$ cat config.mk
export PLATFORM = sky130hd
export DESIGN_NAME = pipelined_addsub_16bit_flat
export DESIGN_NICKNAME = d
export VERILOG_FILES = /design/src/rtl/pipelined_addsub_16bit_pkg.sv /design/src/rtl/pipelined_addsub_16bit_if.sv /design/src/rtl/pipelined_addsub_16bit_cla.sv /design/src/rtl/pipelined_addsub_16bit.sv /design/src/flat_wrapper.sv
export SDC_FILE = /design/constraint.sdc
export NUM_CORES = 1
export LEC_CHECK = 0
export BUFFER_PORTS_ARGS = -buffer_cell sky130_fd_sc_hd__buf_2
export CAP_MARGIN = 20
export CORE_AREA = 5 5 82 84
export CTS_BUF_LIST = sky130_fd_sc_hd__clkbuf_16
export CTS_CLUSTER_DIAMETER = 50
export DETAILED_ROUTE_END_ITERATION = 10
export DIE_AREA = 0 0 87 89
export PLACE_DENSITY = 0.81
export SLEW_MARGIN = 20
export SYNTH_ARGS = -nofsm -noshare
export SYNTH_HDL_FRONTEND = slang
export SYNTH_SLANG_ARGS = --single-unit
$ cat constraint.sdc
create_clock -name clk -period 2.4 [get_ports clk]
set_input_delay 0.12 -clock clk [delete_from_list [all_inputs] [get_ports clk]]
set_output_delay 0.12 -clock clk [all_outputs]
set_load 0.02 [all_outputs]
$ cat src/rtl/pipelined_addsub_16bit_pkg.sv
// Shared constants for the pipelined add/sub unit: widths, flag bit
// positions and op encoding.
package pipe_pkg;
  localparam int WORD_W = 16;
  localparam int TAG_W  = 3;

  localparam int FLAG_N = 3;
  localparam int FLAG_Z = 2;
  localparam int FLAG_C = 1;
  localparam int FLAG_V = 0;

  localparam logic OP_ADD = 1'b0;
  localparam logic OP_SUB = 1'b1;
endpackage

$ cat src/rtl/pipelined_addsub_16bit_if.sv
// Operand/result handshake bundle between operand fetch, the add/sub unit
// and writeback. flush travels with it since the same producer drives it.
interface pipelined_addsub_16bit_if #(
  parameter int WIDTH = pipe_pkg::WORD_W,
  parameter int TAG_W = pipe_pkg::TAG_W
);
  logic             flush;
  logic             in_valid;
  logic             in_ready;
  logic [WIDTH-1:0] a;
  logic [WIDTH-1:0] b;
  logic             op_sub;
  logic [TAG_W-1:0] in_tag;
  logic             out_valid;
  logic             out_ready;
  logic [WIDTH-1:0] result;
  logic [3:0]       flags;
  logic [TAG_W-1:0] out_tag;

  modport master (
    output flush, in_valid, a, b, op_sub, in_tag, out_ready,
    input  in_ready, out_valid, result, flags, out_tag
  );

  modport slave (
    input  flush, in_valid, a, b, op_sub, in_tag, out_ready,
    output in_ready, out_valid, result, flags, out_tag
  );
endinterface

$ cat src/rtl/pipelined_addsub_16bit_cla.sv
// 8-bit carry-look-ahead adder built from two chained 4-bit CLA blocks.
module carry_look_ahead_4bit (
  input  logic [3:0] a,
  input  logic [3:0] b,
  input  logic       cin,
  output logic [3:0] sum,
  output logic       cout
);
  logic [3:0] g, p;
  logic [4:0] c;

  assign g = a & b;
  assign p = a ^ b;

  // Carries expanded from generate/propagate, no ripple inside the nibble
  assign c[0] = cin;
  assign c[1] = g[0] | (p[0] & cin);
  assign c[2] = g[1] | (p[1] & g[0]) | (p[1] & p[0] & cin);
  assign c[3] = g[2] | (p[2] & g[1]) | (p[2] & p[1] & g[0]) | (p[2] & p[1] & p[0] & cin);
  assign c[4] = g[3] | (p[3] & g[2]) | (p[3] & p[2] & g[1]) | (p[3] & p[2] & p[1] & g[0])
              | (p[3] & p[2] & p[1] & p[0] & cin);

  assign sum  = p ^ c[3:0];
  assign cout = c[4];
endmodule

module cla_8bit (
  input  logic [7:0] a,
  input  logic [7:0] b,
  input  logic       cin,
  output logic [7:0] sum,
  output logic       cout
);
  logic c4;

  carry_look_ahead_4bit u_lo (.a(a[3:0]), .b(b[3:0]), .cin(cin), .sum(sum[3:0]), .cout(c4));
  carry_look_ahead_4bit u_hi (.a(a[7:4]), .b(b[7:4]), .cin(c4),  .sum(sum[7:4]), .cout(cout));
endmodule

$ cat src/rtl/pipelined_addsub_16bit.sv
// Two-stage 16-bit add/sub: low byte in stage 1, high byte plus flags in
// stage 2, with valid/ready back-pressure and a synchronous flush.
module pipelined_addsub_16bit #(
  parameter int WIDTH = pipe_pkg::WORD_W,
  parameter int TAG_W = pipe_pkg::TAG_W
) (
  input logic                     clk,
  input logic                     rst_n,
  pipelined_addsub_16bit_if.slave bus
);
  localparam int HW = WIDTH / 2;

  logic             v1, v2;
  logic             ready1, ready2, load1, load2;

  logic [HW-1:0]    lo_r, a_hi_r, bx_hi_r;
  logic             c8_r;
  logic [TAG_W-1:0] tag1_r;

  logic [HW-1:0]    bx_lo, lo_sum, hi_sum;
  logic             lo_cout, hi_cout;
  logic [WIDTH-1:0] bx;

  assign ready2      = !v2 | bus.out_ready;
  assign ready1      = !v1 | ready2;
  assign bus.in_ready = ready1 & !bus.flush;
  assign load1       = bus.in_valid & bus.in_ready;
  assign load2       = v1 & ready2 & !bus.flush;

  // Subtraction is A + ~B + 1; the +1 enters as the low slice carry-in
  assign bx    = bus.b ^ {WIDTH{bus.op_sub == pipe_pkg::OP_SUB}};
  assign bx_lo = bx[HW-1:0];

  cla_8bit u_cla_lo (.a(bus.a[HW-1:0]), .b(bx_lo), .cin(bus.op_sub), .sum(lo_sum), .cout(lo_cout));
  cla_8bit u_cla_hi (.a(a_hi_r), .b(bx_hi_r), .cin(c8_r), .sum(hi_sum), .cout(hi_cout));

  always_ff @(posedge clk or negedge rst_n) begin
    if (!rst_n) begin
      v1 <= 1'b0;
      v2 <= 1'b0;
    end else if (bus.flush) begin
      v1 <= 1'b0;
      v2 <= 1'b0;
    end else begin
      if (ready1) v1 <= bus.in_valid;
      if (ready2) v2 <= v1;
    end
  end

  always_ff @(posedge clk or negedge rst_n) begin
    if (!rst_n) begin
      lo_r    <= '0;
      c8_r    <= 1'b0;
      a_hi_r  <= '0;
      bx_hi_r <= '0;
      tag1_r  <= '0;
    end else if (load1) begin
      lo_r    <= lo_sum;
      c8_r    <= lo_cout;
      a_hi_r  <= bus.a[WIDTH-1:HW];
      bx_hi_r <= bx[WIDTH-1:HW];
      tag1_r  <= bus.in_tag;
    end
  end

  always_ff @(posedge clk or negedge rst_n) begin
    if (!rst_n) begin
      bus.result  <= '0;
      bus.flags   <= '0;
      bus.out_tag <= '0;
    end else if (load2) begin
      bus.result                   <= {hi_sum, lo_r};
      bus.out_tag                  <= tag1_r;
      bus.flags[pipe_pkg::FLAG_N]  <= hi_sum[HW-1];
      bus.flags[pipe_pkg::FLAG_Z]  <= ({hi_sum, lo_r} == '0);
      bus.flags[pipe_pkg::FLAG_C]  <= hi_cout;
      bus.flags[pipe_pkg::FLAG_V]  <= (a_hi_r[HW-1] == bx_hi_r[HW-1]) &
                                      (hi_sum[HW-1] != a_hi_r[HW-1]);
    end
  end

  assign bus.out_valid = v2;
endmodule
$ cat src/flat_wrapper.sv
// flat-port wrapper written by rule: the top's interface ports become plain ports
module pipelined_addsub_16bit_flat 
#(
  parameter int WIDTH = pipe_pkg::WORD_W,
  parameter int TAG_W = pipe_pkg::TAG_W
)
  (clk, rst_n, bus_flush, bus_in_valid, bus_a, bus_b, bus_op_sub, bus_in_tag, bus_out_ready, bus_in_ready, bus_out_valid, bus_result, bus_flags, bus_out_tag);
  pipelined_addsub_16bit_if #(.WIDTH(WIDTH), .TAG_W(TAG_W)) bus_i ();
  input logic clk;
  input logic rst_n;
  input wire logic [$bits(bus_i.flush)-1:0] bus_flush;
  input wire logic [$bits(bus_i.in_valid)-1:0] bus_in_valid;
  input wire logic [$bits(bus_i.a)-1:0] bus_a;
  input wire logic [$bits(bus_i.b)-1:0] bus_b;
  input wire logic [$bits(bus_i.op_sub)-1:0] bus_op_sub;
  input wire logic [$bits(bus_i.in_tag)-1:0] bus_in_tag;
  input wire logic [$bits(bus_i.out_ready)-1:0] bus_out_ready;
  output wire logic [$bits(bus_i.in_ready)-1:0] bus_in_ready;
  output wire logic [$bits(bus_i.out_valid)-1:0] bus_out_valid;
  output wire logic [$bits(bus_i.result)-1:0] bus_result;
  output wire logic [$bits(bus_i.flags)-1:0] bus_flags;
  output wire logic [$bits(bus_i.out_tag)-1:0] bus_out_tag;
  assign bus_i.flush = bus_flush;
  assign bus_i.in_valid = bus_in_valid;
  assign bus_i.a = bus_a;
  assign bus_i.b = bus_b;
  assign bus_i.op_sub = bus_op_sub;
  assign bus_i.in_tag = bus_in_tag;
  assign bus_i.out_ready = bus_out_ready;
  assign bus_in_ready = bus_i.in_ready;
  assign bus_out_valid = bus_i.out_valid;
  assign bus_result = bus_i.result;
  assign bus_flags = bus_i.flags;
  assign bus_out_tag = bus_i.out_tag;
  pipelined_addsub_16bit #(.WIDTH(WIDTH), .TAG_W(TAG_W)) u_core (.clk(clk), .rst_n(rst_n), .bus(bus_i));
endmodule
Word level (Yosys, flattened, before mapping)
Index checks and enable logic that the tools add are counted.
{ "op_classes": {"n_mux": 4, "eq_ne": 2, "n_bitwise": 124, "n_reduce_logical": 6} }
{ "ops": {"columns": ["op", "count"], "rows": [
  ["1-bit bitwise AND", 69],
  ["1-bit bitwise OR", 42],
  ["4-bit XOR", 8],
  ["4-bit bitwise AND", 4],
  ["16-bit logical NOT", 1],
  ["16-bit XOR", 1],
  ["1-bit 2-to-1 mux", 4],
  ["2-bit nonzero test", 2],
  ["1-bit logical NOT", 3],
  ["1-bit equality test", 1],
  ["1-bit != test", 1]
]} }
{ "word_totals": {"output_inout_bits": 25, "input_bits": 41, "word_cells": 146, "reg_bits": 53} }

Longest topological paths before layout
Gate-level depths: netlist of run 1.
{ "logic_depth": {"word_depth": 11, "depth_mapped": 11} }

Hierarchy
From an unflattened synthesis of run 1, not the netlist that was laid out.
{ "unflattened": {"hier_cells": 209, "area_unflattened_um2": 2849.0} }
{ "modules_own_cells": {"columns": ["module", "cells_per_inst", "instances", "area_each_um2"], "rows": [
  ["pipelined_addsub_16bit", 145, 1, 2273.4],
  ["carry_look_ahead_4bit (u_core.u_cla_hi.u_hi ...)", 17, 3, 147.6],
  ["carry_look_ahead_4bit (u_core.u_cla_lo.u_lo)", 13, 1, 132.6]
]} }

Worst setup path after synthesis of run 1
Ideal clock, no wire load.
{ "synth_path": {"path_type": "reg2reg", "start": "register u_core.bx_hi_r[2]", "end": "register u_core.bus.flags[2]", "t_arrival_ns": 2.480, "slack_ns": -0.190, "path_stages_with_launch": 11, "path_buffers": 0, "setup_ns": 0.110, "synth_period_minus_slack_ns": 2.590, "cell_sequence": "dfrtp_1 > ha_1 > a21o_1 > a22oi_1 > nand2b_1 > fa_1 > nor4_1 > nand2_1 > nor4_1 > nand3_1 > o41ai_1"} }
{ "synth_lines": {"columns": ["item", "line", "rtl"], "rows": [
  ["from (decl)", "pipelined_addsub_16bit.sv:16", "logic [HW-1:0] lo_r, a_hi_r, bx_hi_r;"],
  ["from (signal assigned)", "pipelined_addsub_16bit.sv:61", "bx_hi_r <= bx[WIDTH-1:HW];"],
  ["4-bit bitwise AND or 4-bit XOR (tied branches)", "pipelined_addsub_16bit_cla.sv:12, pipelined_addsub_16bit_cla.sv:13", null],
  ["1-bit bitwise AND (on tied branches)", "pipelined_addsub_16bit_cla.sv:20, pipelined_addsub_16bit_cla.sv:21", null],
  ["1-bit bitwise OR, or another cell as far along (2 in a row)", "pipelined_addsub_16bit_cla.sv:20", "assign c[4] = g[3] | (p[3] & g[2]) | (p[3] & p[2] & g[1]) | (p[3] & p[2] & p[1] & g[0])"],
  ["1-bit bitwise OR or 1-bit bitwise AND (tied branches)", "pipelined_addsub_16bit_cla.sv:20, pipelined_addsub_16bit_cla.sv:21", null],
  ["1-bit bitwise OR (*)", "pipelined_addsub_16bit_cla.sv:21", "| (p[3] & p[2] & p[1] & p[0] & cin);"],
  ["4-bit XOR (*)", "pipelined_addsub_16bit_cla.sv:23", "assign sum = p ^ c[3:0];"],
  ["via u_core.hi_sum[4]", "pipelined_addsub_16bit.sv:20", "logic [HW-1:0] bx_lo, lo_sum, hi_sum;"],
  ["16-bit logical NOT (*)", "pipelined_addsub_16bit.sv:75", "bus.flags[pipe_pkg::FLAG_Z] <= ({hi_sum, lo_r} == '0);"],
  ["to (signal, indexed assignment)", "pipelined_addsub_16bit.sv:75", null],
  ["to (signal, indexed assignment)", "pipelined_addsub_16bit.sv:76", "bus.flags[pipe_pkg::FLAG_C] <= hi_cout;"],
  ["to (signal, indexed assignment)", "pipelined_addsub_16bit.sv:77", "bus.flags[pipe_pkg::FLAG_V] <= (a_hi_r[HW-1] == bx_hi_r[HW-1]) &"],
  ["to (decl)", "pipelined_addsub_16bit_if.sv:27", "output in_ready, out_valid, result, flags, out_tag"]
]} }
Mark *: on every way through the listed nets, which the timed path passes. The rest lies on a longest branch.
A chain may end at the register's enable or synchronous reset.

Worst setup path after layout of run 1
Ends and elaborated chain as after synthesis.

==> results of run 1 <==
## kinds of logic (layout without fill, tap and decap cells)
| logic type | Yosys count | after routing | synth area share |
|---|---|---|---|
| compound gates | 46 | 46 | 0.101 |
| xor+xnor | 29 | 29 | 0.0938 |
| fa+ha+maj | 19 | 19 | 0.0961 |
| buf+inv | 14 | 91 | 0.0231 |
| flops | 52 | 52 | 0.480 |
| mux | 13 | 13 | 0.0531 |
| simple gates | 95 | 95 | 0.153 |
## stage by stage
stage | std cells | setup WS, ns
floorplan | 268 | -0.0316
global placement | 411 | -0.0774
detailed placement | 411 | -0.132
CTS | 420 | -0.156
global route | 420 | -0.363
finish | 420 | -0.125
## worst paths after layout
path / from / end / slack [ns]
setup / recovery: u_core.bx_hi_r[2]$_DFFE_PN0P_ / u_core.bus.flags[2]$_DFFE_PN0P_ / -0.12
setup reg to reg: u_core.bx_hi_r[2]$_DFFE_PN0P_ / u_core.bus.flags[2]$_DFFE_PN0P_ / -0.12
hold reg to reg: u_core.tag1_r[2]$_DFFE_PN0P_ / u_core.bus.out_tag[2]$_DFFE_PN0P_ / 0.47
max in group asynchronous: rst_n / u_core.a_hi_r[3]$_DFFE_PN0P_ / 1.26
hold / removal: bus_flush / u_core.v1$_DFFE_PN0P_ / 0.06
min in group asynchronous: rst_n / u_core.bus.result[6]$_DFFE_PN0P_ / 0.39
## report_power, final
group          internal [W]  switching, W  total (W)
Sequential          0.00108      0.000139    0.00122
Clock              0.000486      0.000286   0.000772
Combinational      0.000462      0.000595    0.00106
## layout make-up
| type | instances | area, µm² | area share |
|---|---|---|---|
| timing repair buffer | 80 | 440 | 0.130 |
| tap | 75 | 93.8 | 0.0276 |
| clock inverter | 3 | 38.8 | 0.0114 |
| multi-input combinational | 202 | 1390 | 0.409 |
| clock buffer | 5 | 125 | 0.0368 |
| sequential | 52 | 1300 | 0.383 |
| inverter | 3 | 11.3 | 0.00331 |
## cell usage in the layout (no fill, tap or decap), types with 2 or more instances in the layout
master,Yosys,routed
o21ai_0,21,21
dfrtp_1,52,52
o21a_1,3,3
ha_1,16,14
nand2_1,69,69
clkbuf_16,0,5
xor2_1,12,12
o31ai_1,2,2
buf_4,2,14
fa_1,3,3
ha_4,0,2
nor3_1,2,2
xnor2_1,17,17
nor2_1,8,8
a21o_1,3,3
and2_1,2,2
mux2_2,11,11
mux2i_1,2,2
buf_2,2,65
a21oi_1,10,10
inv_1,3,4
## registers in the layout, summed over array words and instances, names as in the netlist
| name | flops |
|---|---|
| u_core.bus.result | 15 |
| u_core.a_hi_r | 8 |
| u_core.bx_hi_r | 8 |
| u_core.lo_r | 8 |
| u_core.bus.flags | 4 |
| u_core.bus.out_tag | 3 |
| u_core.tag1_r | 3 |
| u_core.bus.out_valid | 1 |
| u_core.c8_r | 1 |
| u_core.v1 | 1 |
## layer usage
metal,part of all wire,track usage,vias up
met2,0.46,0.250,76
met1,0.44,0.195,954
met5,0,0,-
met3,0.077,0.0387,11
li1,-,-,1055
met4,0.018,0.0609,0
## timing repair
item / CTS / global route
hold buffers: 1 / 0
resized for setup: 0 / 2
setup buffers: 0 / 0
endpoints found under the setup margin: 1 / 1
cloned: 0 / 0
hold endpoints to repair: 27 / 0
==> summary.md, run 1 <==
| Metric | Value |
|---|---|
| Outcome | `finished, violations left` |
| Failing checks | `setup timing` |
| Hold Violations, Final | `0` |
| Seq/Total Area, Yosys | `0.480` |
| # H-tree levels | `2` |
| Final setup TNS | `-0.125 ns` |
| Final setup viols | `1` |
| Crit path launch type | `flip-flop` |
| Fraction of layout cells with a size suffix above 1 | `0.310` |
| Maximum clock path buffer count | `2` |
| Post-synth EDFFs | `0` |
| Levels on crit path | `10` |
| Clk_skew | `0.00483 ns` |
| Main flop type after synthesis | `dfrtp_1` |
| Crit path max-delay cell type | `fa_1` |
| Total track usage | `0.153` |
| Initial Utilization | `0.463` |
| Total CTS buffers | `5` |
| Routability-driven placement congestion ratio | `0.778` |
| Die X | `87 µm` |
| Crit end category | `flip-flop` |
| Top-count cell post-synth | `nand2_1` |
| Synth top cells by count | `69 x nand2_1, 52 x dfrtp_1, 21 x o21ai_0` |
| Initial antenna violation count | `0` |
| Critical path data required time | `2.58 ns` |
| Worst EP arrival | `2.71 ns` |
| Max Slew Vio Count | `0` |
| DR iter-0 viols | `103` |
| Slew headroom | `0.581` |
| CTS tree | `built` |
| CP bufs+invs | `0` |
| Design Area, Final | `0.00340 mm²` |
| Die area | `0.00774 mm²` |
| Gate family responsible for the most delay along the worst path | `adder cells` |
| Final setup margin | `-0.125 ns` |
| Worst-Margin Slew | `0.629 ns` |
| Syn_nets | `328` |
| Total power | `0.00305 W` |
| # port buffers | `65` |
| Via Count | `2,096` |
| Antenna fix cells | `0` |
| DRC errors left | `0` |
| Pwr Density | `898 mW/mm²` |
| First-pass GRT wire length | `9.26 mm` |
| Top cell type's share of synthesized area | `0.480` |
| Pre-antenna DRT Iters | `4` |
| Synth Warn # | `0` |
| Cell Area, Placed | `0.00321 mm²` |
| Total global routing overflow | `0` |
| RSZ-0062 raised after global routing | `yes` |
| Min Tclk post-route | `2.52 ns` |
| Core ar. | `0.00585 mm²` |
| Detailed placement HPWL | `4.36 mm` |
| Smallest hold slack | `0.0580 ns` |
| Final WL | `5.55 mm` |
| Yosys cell types | `39` |
| Die Ht | `89 µm` |
| Worst-Skew Late Latency | `0.29 ns` |
| Peak supply drop | `589 µV` |
| Max incr delay on CP | `0.51 ns` |
| Post-DRT Antenna Nets | `0` |
| Fillers | `510` |
| Rows | `28` |
| Max Clk Rate | `396 MHz` |
| Post-Syn Area per Cell | `10.1 µm²` |
| Area contributors post-synth | `dfrtp_1 48%, nand2_1 9.6%, ha_1 7.4%` |
| Largest area contributor in the netlist | `dfrtp_1` |
| WL per Instance | `13.2 µm` |
| Lkg Pwr | `1.72 nW` |
| Ports | `66` |
| Crit-path cells | `ha_4 > a21o_1 > a22oi_2 > nand2b_1 > fa_1 > nor4_1 > nand2_1 > nor4_2 > nand3_1 > o41ai_2` |
| Final design utilization | `0.581` |
| Crit Path Class | `reg2reg` |
| Final net count | `404` |
| Worst hold path class | `in2reg` |
| Share of flip-flops with an asynchronous set or reset | `1.00` |
| Via density | `4.99` |
| Clk root buf | `clkbuf_16` |
| Yosys reg bits | `52` |
| Reg clk slew, reported paths | `0.06 ns` |
| Max Cap Viol | `0` |
| Area Overhead vs Synth | `25.5%` |
| Register-to-Register Path Depth | `10` |
| Worst Hold Depth | `2` |
| Final period utilization | `1.05` |
| Cell area after synthesis | `0.00271 mm²` |
| Vias in the first global route | `2,035` |
| Pin count of the biggest net entering global routing | `40` |
| Cells after Synth | `268` |
| CTS Sinks | `52` |
| Crit path max fanout | `3` |
(Power assumes the default switching activity.)
==> run 2: changes to the inputs <==
- MAX_ROUTING_LAYER: unset -> met4
==> summary.md, run 2 (same netlist as run 1, synthesis figures left out) <==
| Metric | Value |
|---|---|
| Crit path max fanout | `3` |
| Failing checks | `setup timing` |
| Hold Violations, Final | `0` |
| Gate family responsible for the most delay along the worst path | `adder cells` |
| Total global routing overflow | `0` |
| Maximum clock path buffer count | `2` |
| Crit Path Class | `reg2reg` |
| DP Worst Slack | `-0.132 ns` |
| Reg clk slew, reported paths | `0.06 ns` |
| Die Ht | `89 µm` |
| Initial antenna violation count | `0` |
| Via Count | `2,074` |
| Max incr delay on CP | `0.51 ns` |
| Crit path launch type | `flip-flop` |
| DRC errors left | `0` |
| Most frequent cells in the layout | `69 x nand2_1, 65 x buf_2, 52 x dfrtp_1` |
| DR iter-0 viols | `111` |
| Critical path data required time | `2.58 ns` |
| Pin count of the biggest net entering global routing | `40` |
| Max Clk Rate | `396 MHz` |
| Pwr Density | `898 mW/mm²` |
| Final setup viols | `1` |
| Total power | `0.00305 W` |
| WL per Instance | `13.3 µm` |
| Total track usage | `0.158` |
| Final design utilization | `0.581` |
| Worst-Skew Late Latency | `0.29 ns` |
| Final WL | `5.57 mm` |
| Slew headroom | `0.578` |
| Lkg Pwr | `1.72 nW` |
| Vias in the first global route | `2,040` |
| Core ar. | `0.00585 mm²` |
| Die X | `87 µm` |
| Max Slew Vio Count | `0` |
| Antenna fix cells | `0` |
| Fraction of layout cells with a size suffix above 1 | `0.310` |
| Peak supply drop | `589 µV` |
| Max Cap Viol | `0` |
| # port buffers | `65` |
| Area Overhead vs Synth | `25.5%` |
| CTS tree | `built` |
| Commonest non-fill, non-tap cell in the layout | `nand2_1` |
| # H-tree levels | `2` |
| Post-DRT Antenna Nets | `0` |
| Largest register by flop count | `u_core.bus.result` |
| Crit path max-delay cell type | `fa_1` |
| Ports | `66` |
| First-pass GRT wire length | `9.26 mm` |
| Pre-antenna DRT Iters | `4` |
| Die area | `0.00774 mm²` |
| Worst hold path class | `in2reg` |
| CP bufs+invs | `0` |
| Outcome | `finished, violations left` |
| Clk_skew | `0.00492 ns` |
| Min Tclk post-route | `2.52 ns` |
| Initial Utilization | `0.463` |
| Final period utilization | `1.05` |
| Worst-Margin Slew | `0.633 ns` |
| Rows | `28` |
| Clk root buf | `clkbuf_16` |
| CTS Sinks | `52` |
| Worst EP arrival | `2.71 ns` |
| RSZ-0062 raised after global routing | `yes` |
| Crit-path cells | `ha_4 > a21o_1 > a22oi_2 > nand2b_1 > fa_1 > nor4_1 > nand2_1 > nor4_2 > nand3_1 > o41ai_2` |
| Final net count | `404` |
| Crit end category | `flip-flop` |
| Final setup margin | `-0.123 ns` |
| Routability-driven placement congestion ratio | `0.789` |
| Total CTS buffers | `5` |
| Detailed placement HPWL | `4.36 mm` |
| Via density | `4.94` |
| Max reg flops | `15` |
==> run 2: final timing paths <==
check,start,end,slack [ns],depth (start not counted)
worst max-delay path,u_core.bx_hi_r[2]$_DFFE_PN0P_,u_core.bus.flags[2]$_DFFE_PN0P_,-0.12,10
worst min-delay path,bus_flush,u_core.v1$_DFFE_PN0P_,0.06,2
worst max register to register,u_core.bx_hi_r[2]$_DFFE_PN0P_,u_core.bus.flags[2]$_DFFE_PN0P_,-0.12,10
worst min register to register,u_core.tag1_r[2]$_DFFE_PN0P_,u_core.bus.out_tag[2]$_DFFE_PN0P_,0.47,2
max in group asynchronous,rst_n,u_core.a_hi_r[3]$_DFFE_PN0P_,1.26,3
min in group asynchronous,rst_n,u_core.bus.result[6]$_DFFE_PN0P_,0.39,2
==> run 2: what timing repair did <==
item                                    CTS  global route
hold buffers                              1             0
endpoints found under the hold margin    27             0
setup buffers                             0             0
endpoints found under the setup margin    1             1
resized for setup                         0             2
pin swaps                                 0             0
==> run 2: power by group <==
| part | internal [W] | switching (W) | total (W) |
|---|---|---|---|
| Clock | 0.000486 | 0.000287 | 0.000772 |
| Combinational | 0.000462 | 0.000595 | 0.00106 |
| Sequential | 0.00108 | 0.000139 | 0.00122 |
| Total | 0.00203 | 0.00102 | 0.00305 |
==> run 2: layout make-up <==
cell class                      instances  area [µm²]
Clock buffer                            5         125
Clock inverter                          3        38.8
Fill cell                             510        2450
Inverter                                3        11.3
Multi-Input combinational cell        202        1390
Sequential cell                        52        1300
Tap cell                               75        93.8
Timing Repair Buffer                   80         440
==> run 2: routing by layer <==
layer | share of wire | track usage
met3 | 0.068 | 0.0378
met2 | 0.46 | 0.250
met5 | 0 | -
met4 | 0.018 | 0.0609
met1 | 0.45 | 0.195
==> run 2: stage by stage <==
stage	TNS (ns)	instances	hold WS [ns]	instance area [µm²]
after floorplan	-0.0316	268	-0.176	2740
after global placement	-0.0774	411	0.159	3210
after detailed placement	-0.132	411	0.167	3210
after CTS	-0.156	420	0.0457	3390
after global routing	-0.363	420	0.0566	3400
final	-0.123	420	0.0586	3400
==> run 3: changes to the inputs <==
- CORE_AREA: 5 5 82 84 -> 5 5 86 88
- DIE_AREA: 0 0 87 89 -> 0 0 91 93
- PLACE_DENSITY: 0.81 -> 0.75
==> summary.md, run 3 (same netlist as run 1, synthesis figures left out) <==
| Metric | Value |
|---|---|
| Die area | `0.00846 mm²` |
| Final design utilization | `0.513` |
| DP Worst Slack | `-0.161 ns` |
| Die X | `91 µm` |
| R2R Path Start | `u_core.bx_hi_r[2]$_DFFE_PN0P_` |
| Placed cells | `414` |
| Pwr Density | `866 mW/mm²` |
| Antenna fix cells | `0` |
| CTS tree | `built` |
| Via Count | `2,041` |
| Clk_skew | `0.00388 ns` |
| # H-tree levels | `2` |
| WHS Endpoint | `u_core.bus.out_valid$_DFFE_PN0P_` |
| Total track usage | `0.134` |
| Filler-free cell count of the finished design | `422` |
| Worst Hold Depth | `2` |
| Ports | `66` |
| Pin count of the biggest net entering global routing | `53` |
| CTS Sinks | `52` |
| Clk root buf | `clkbuf_16` |
| Lkg Pwr | `1.69 nW` |
| Final setup TNS | `-0.126 ns` |
| Fillers | `593` |
| First-pass GRT wire length | `9.09 mm` |
| Hold Violations, Final | `0` |
| Crit path max fanout | `3` |
| Worst-Skew Late Latency | `0.28 ns` |
| Total global routing overflow | `0` |
| Rows | `30` |
| Peak supply drop | `601 µV` |
| Max Clk Rate | `396 MHz` |
| Post-DRT Antenna Nets | `0` |
| DR iter-0 viols | `61` |
| Final net count | `402` |
| Initial Utilization | `0.412` |
| Final setup viols | `1` |
| Max Slew Vio Count | `0` |
| Area Overhead vs Synth | `24.3%` |
| Worst hold path class | `in2reg` |
| Slew headroom | `0.571` |
| Final setup margin | `-0.126 ns` |
| Worst R2R End | `u_core.bus.flags[2]$_DFFE_PN0P_` |
| Worst-Margin Slew | `0.644 ns` |
| Pre-antenna DRT Iters | `4` |
| Reg power frac | `0.418` |
| Total power | `0.00292 W` |
| Worst reg2reg setup slack | `-0.13 ns` |
| Clock share of power | `0.223` |
| Outcome | `finished, violations left` |
| HP Start | `bus_flush` |
| Sw frac | `0.343` |
| Power Internal | `0.00192 W` |
| Initial antenna violation count | `0` |
| Worst EP arrival | `2.71 ns` |
| Final WL | `5.40 mm` |
| Register-to-Register Path Depth | `10` |
| Die Ht | `93 µm` |
| Maximum clock path buffer count | `2` |
| Total CTS buffers | `5` |
| Crit end category | `flip-flop` |
| NetSw | `0.00100 W` |
| Max Cap Viol | `0` |
| Final period utilization | `1.05` |
| Detailed placement HPWL | `4.29 mm` |
| Routability-driven placement congestion ratio | `0.844` |
| Fraction of layout cells with a size suffix above 1 | `0.304` |
| Failing checks | `setup timing` |
| Reg clk slew, reported paths | `0.06 ns` |
| Largest register by flop count | `u_core.bus.result` |
| Vias in the first global route | `1,979` |
| Crit Path Class | `reg2reg` |
| Core ar. | `0.00657 mm²` |
| Min Tclk post-route | `2.53 ns` |
| DRC errors left | `0` |
| Crit path launch type | `flip-flop` |
| # port buffers | `65` |
| Critical path data required time | `2.59 ns` |
| Via density | `4.84` |
| WL per Instance | `12.8 µm` |
| Max reg flops | `15` |
| Commonest non-fill, non-tap cell in the layout | `nand2_1` |
| Gate power share | `0.359` |
| Most frequent cells in the layout | `69 x nand2_1, 64 x buf_2, 52 x dfrtp_1` |
| RSZ-0062 raised after global routing | `yes` |
[run 3: cell count changes in the layout (fill, tap and decap cells not counted)]
cell	before	now
clkinv_1	0	2
inv_1	4	3
nor4_2	1	2
buf_2	65	64
bufinv_16	1	0
buf_4	14	13
nor4_1	1	0
clkinv_2	1	0
[run 3: worst max path at each step]
stage / start / end / slack (ns) / cells after the start
after floorplan: u_core.bx_hi_r[0]$_DFFE_PN0P_ / u_core.bus.flags[2]$_DFFE_PN0P_ / -0.03 / 10
after global routing: u_core.bx_hi_r[2]$_DFFE_PN0P_ / u_core.bus.flags[2]$_DFFE_PN0P_ / -0.36 / 10
final: u_core.bx_hi_r[2]$_DFFE_PN0P_ / u_core.bus.flags[2]$_DFFE_PN0P_ / -0.13 / 10
after global placement: u_core.bx_hi_r[2]$_DFFE_PN0P_ / u_core.bus.flags[2]$_DFFE_PN0P_ / -0.08 / 10
after CTS: u_core.bx_hi_r[2]$_DFFE_PN0P_ / u_core.bus.flags[2]$_DFFE_PN0P_ / -0.15 / 10
after detailed placement: u_core.bx_hi_r[2]$_DFFE_PN0P_ / u_core.bus.flags[2]$_DFFE_PN0P_ / -0.16 / 10
[run 3: power by group through the flow]
stage	registers, W	clock network (W)	logic, W
3_5_place_dp	0.00124	0	0.00104
5_1_grt	0.00125	0.000698	0.00117
2_1_floorplan	0.00136	0	0.000557
6_report	0.00122	0.000650	0.00105
4_1_cts	0.00122	0.000669	0.00105
3_3_place_gp	0.00123	0	0.00101
[run 3: worst max-delay path, cell delays in order (launching register included)]
cell      delay [ns]
dfrtp_1         0.41
ha_4            0.26
a21o_1          0.18
a22oi_2         0.20
nand2b_1        0.10
fa_1            0.53
nor4_2          0.17
nand2_1         0.10
nor4_2          0.14
nand3_1         0.12
o41ai_2         0.22
[run 3: metal layers]
metal	part of all wire	track usage	routed length (µm)	vias to the layer above
met5	0	-	0	-
met4	0.013	0.0477	70	0
met3	0.064	0.0314	348	5
met2	0.45	0.203	2420	57
met1	0.48	0.177	2570	925
li1	-	-	-	1054
[run 3: through the flow]
stage	hold slack (ns)	cell area (µm²)
floorplan	-0.176	2740
global placement	0.337	3200
detailed placement	0.344	3200
CTS	0.0402	3340
global route	0.0460	3370
finish	0.0427	3370
[run 3: final cells by class]
cell class                      count  area [µm²]  share of cell area
Clock buffer                        5         125              0.0371
Tap cell                           80         100              0.0297
Clock inverter                      2        7.51             0.00223
Timing Repair Buffer               78         428               0.127
Multi-Input combinational cell    202        1400               0.414
Sequential cell                    52        1300               0.386
Inverter                            3        11.3             0.00334
[run 3: repair_timing]
action / CTS / global route
gates resized for setup: 1 / 2
setup buffers: 0 / 0
setup endpoints to repair: 1 / 1
hold buffers: 0 / 1
hold endpoints to repair: 0 / 52
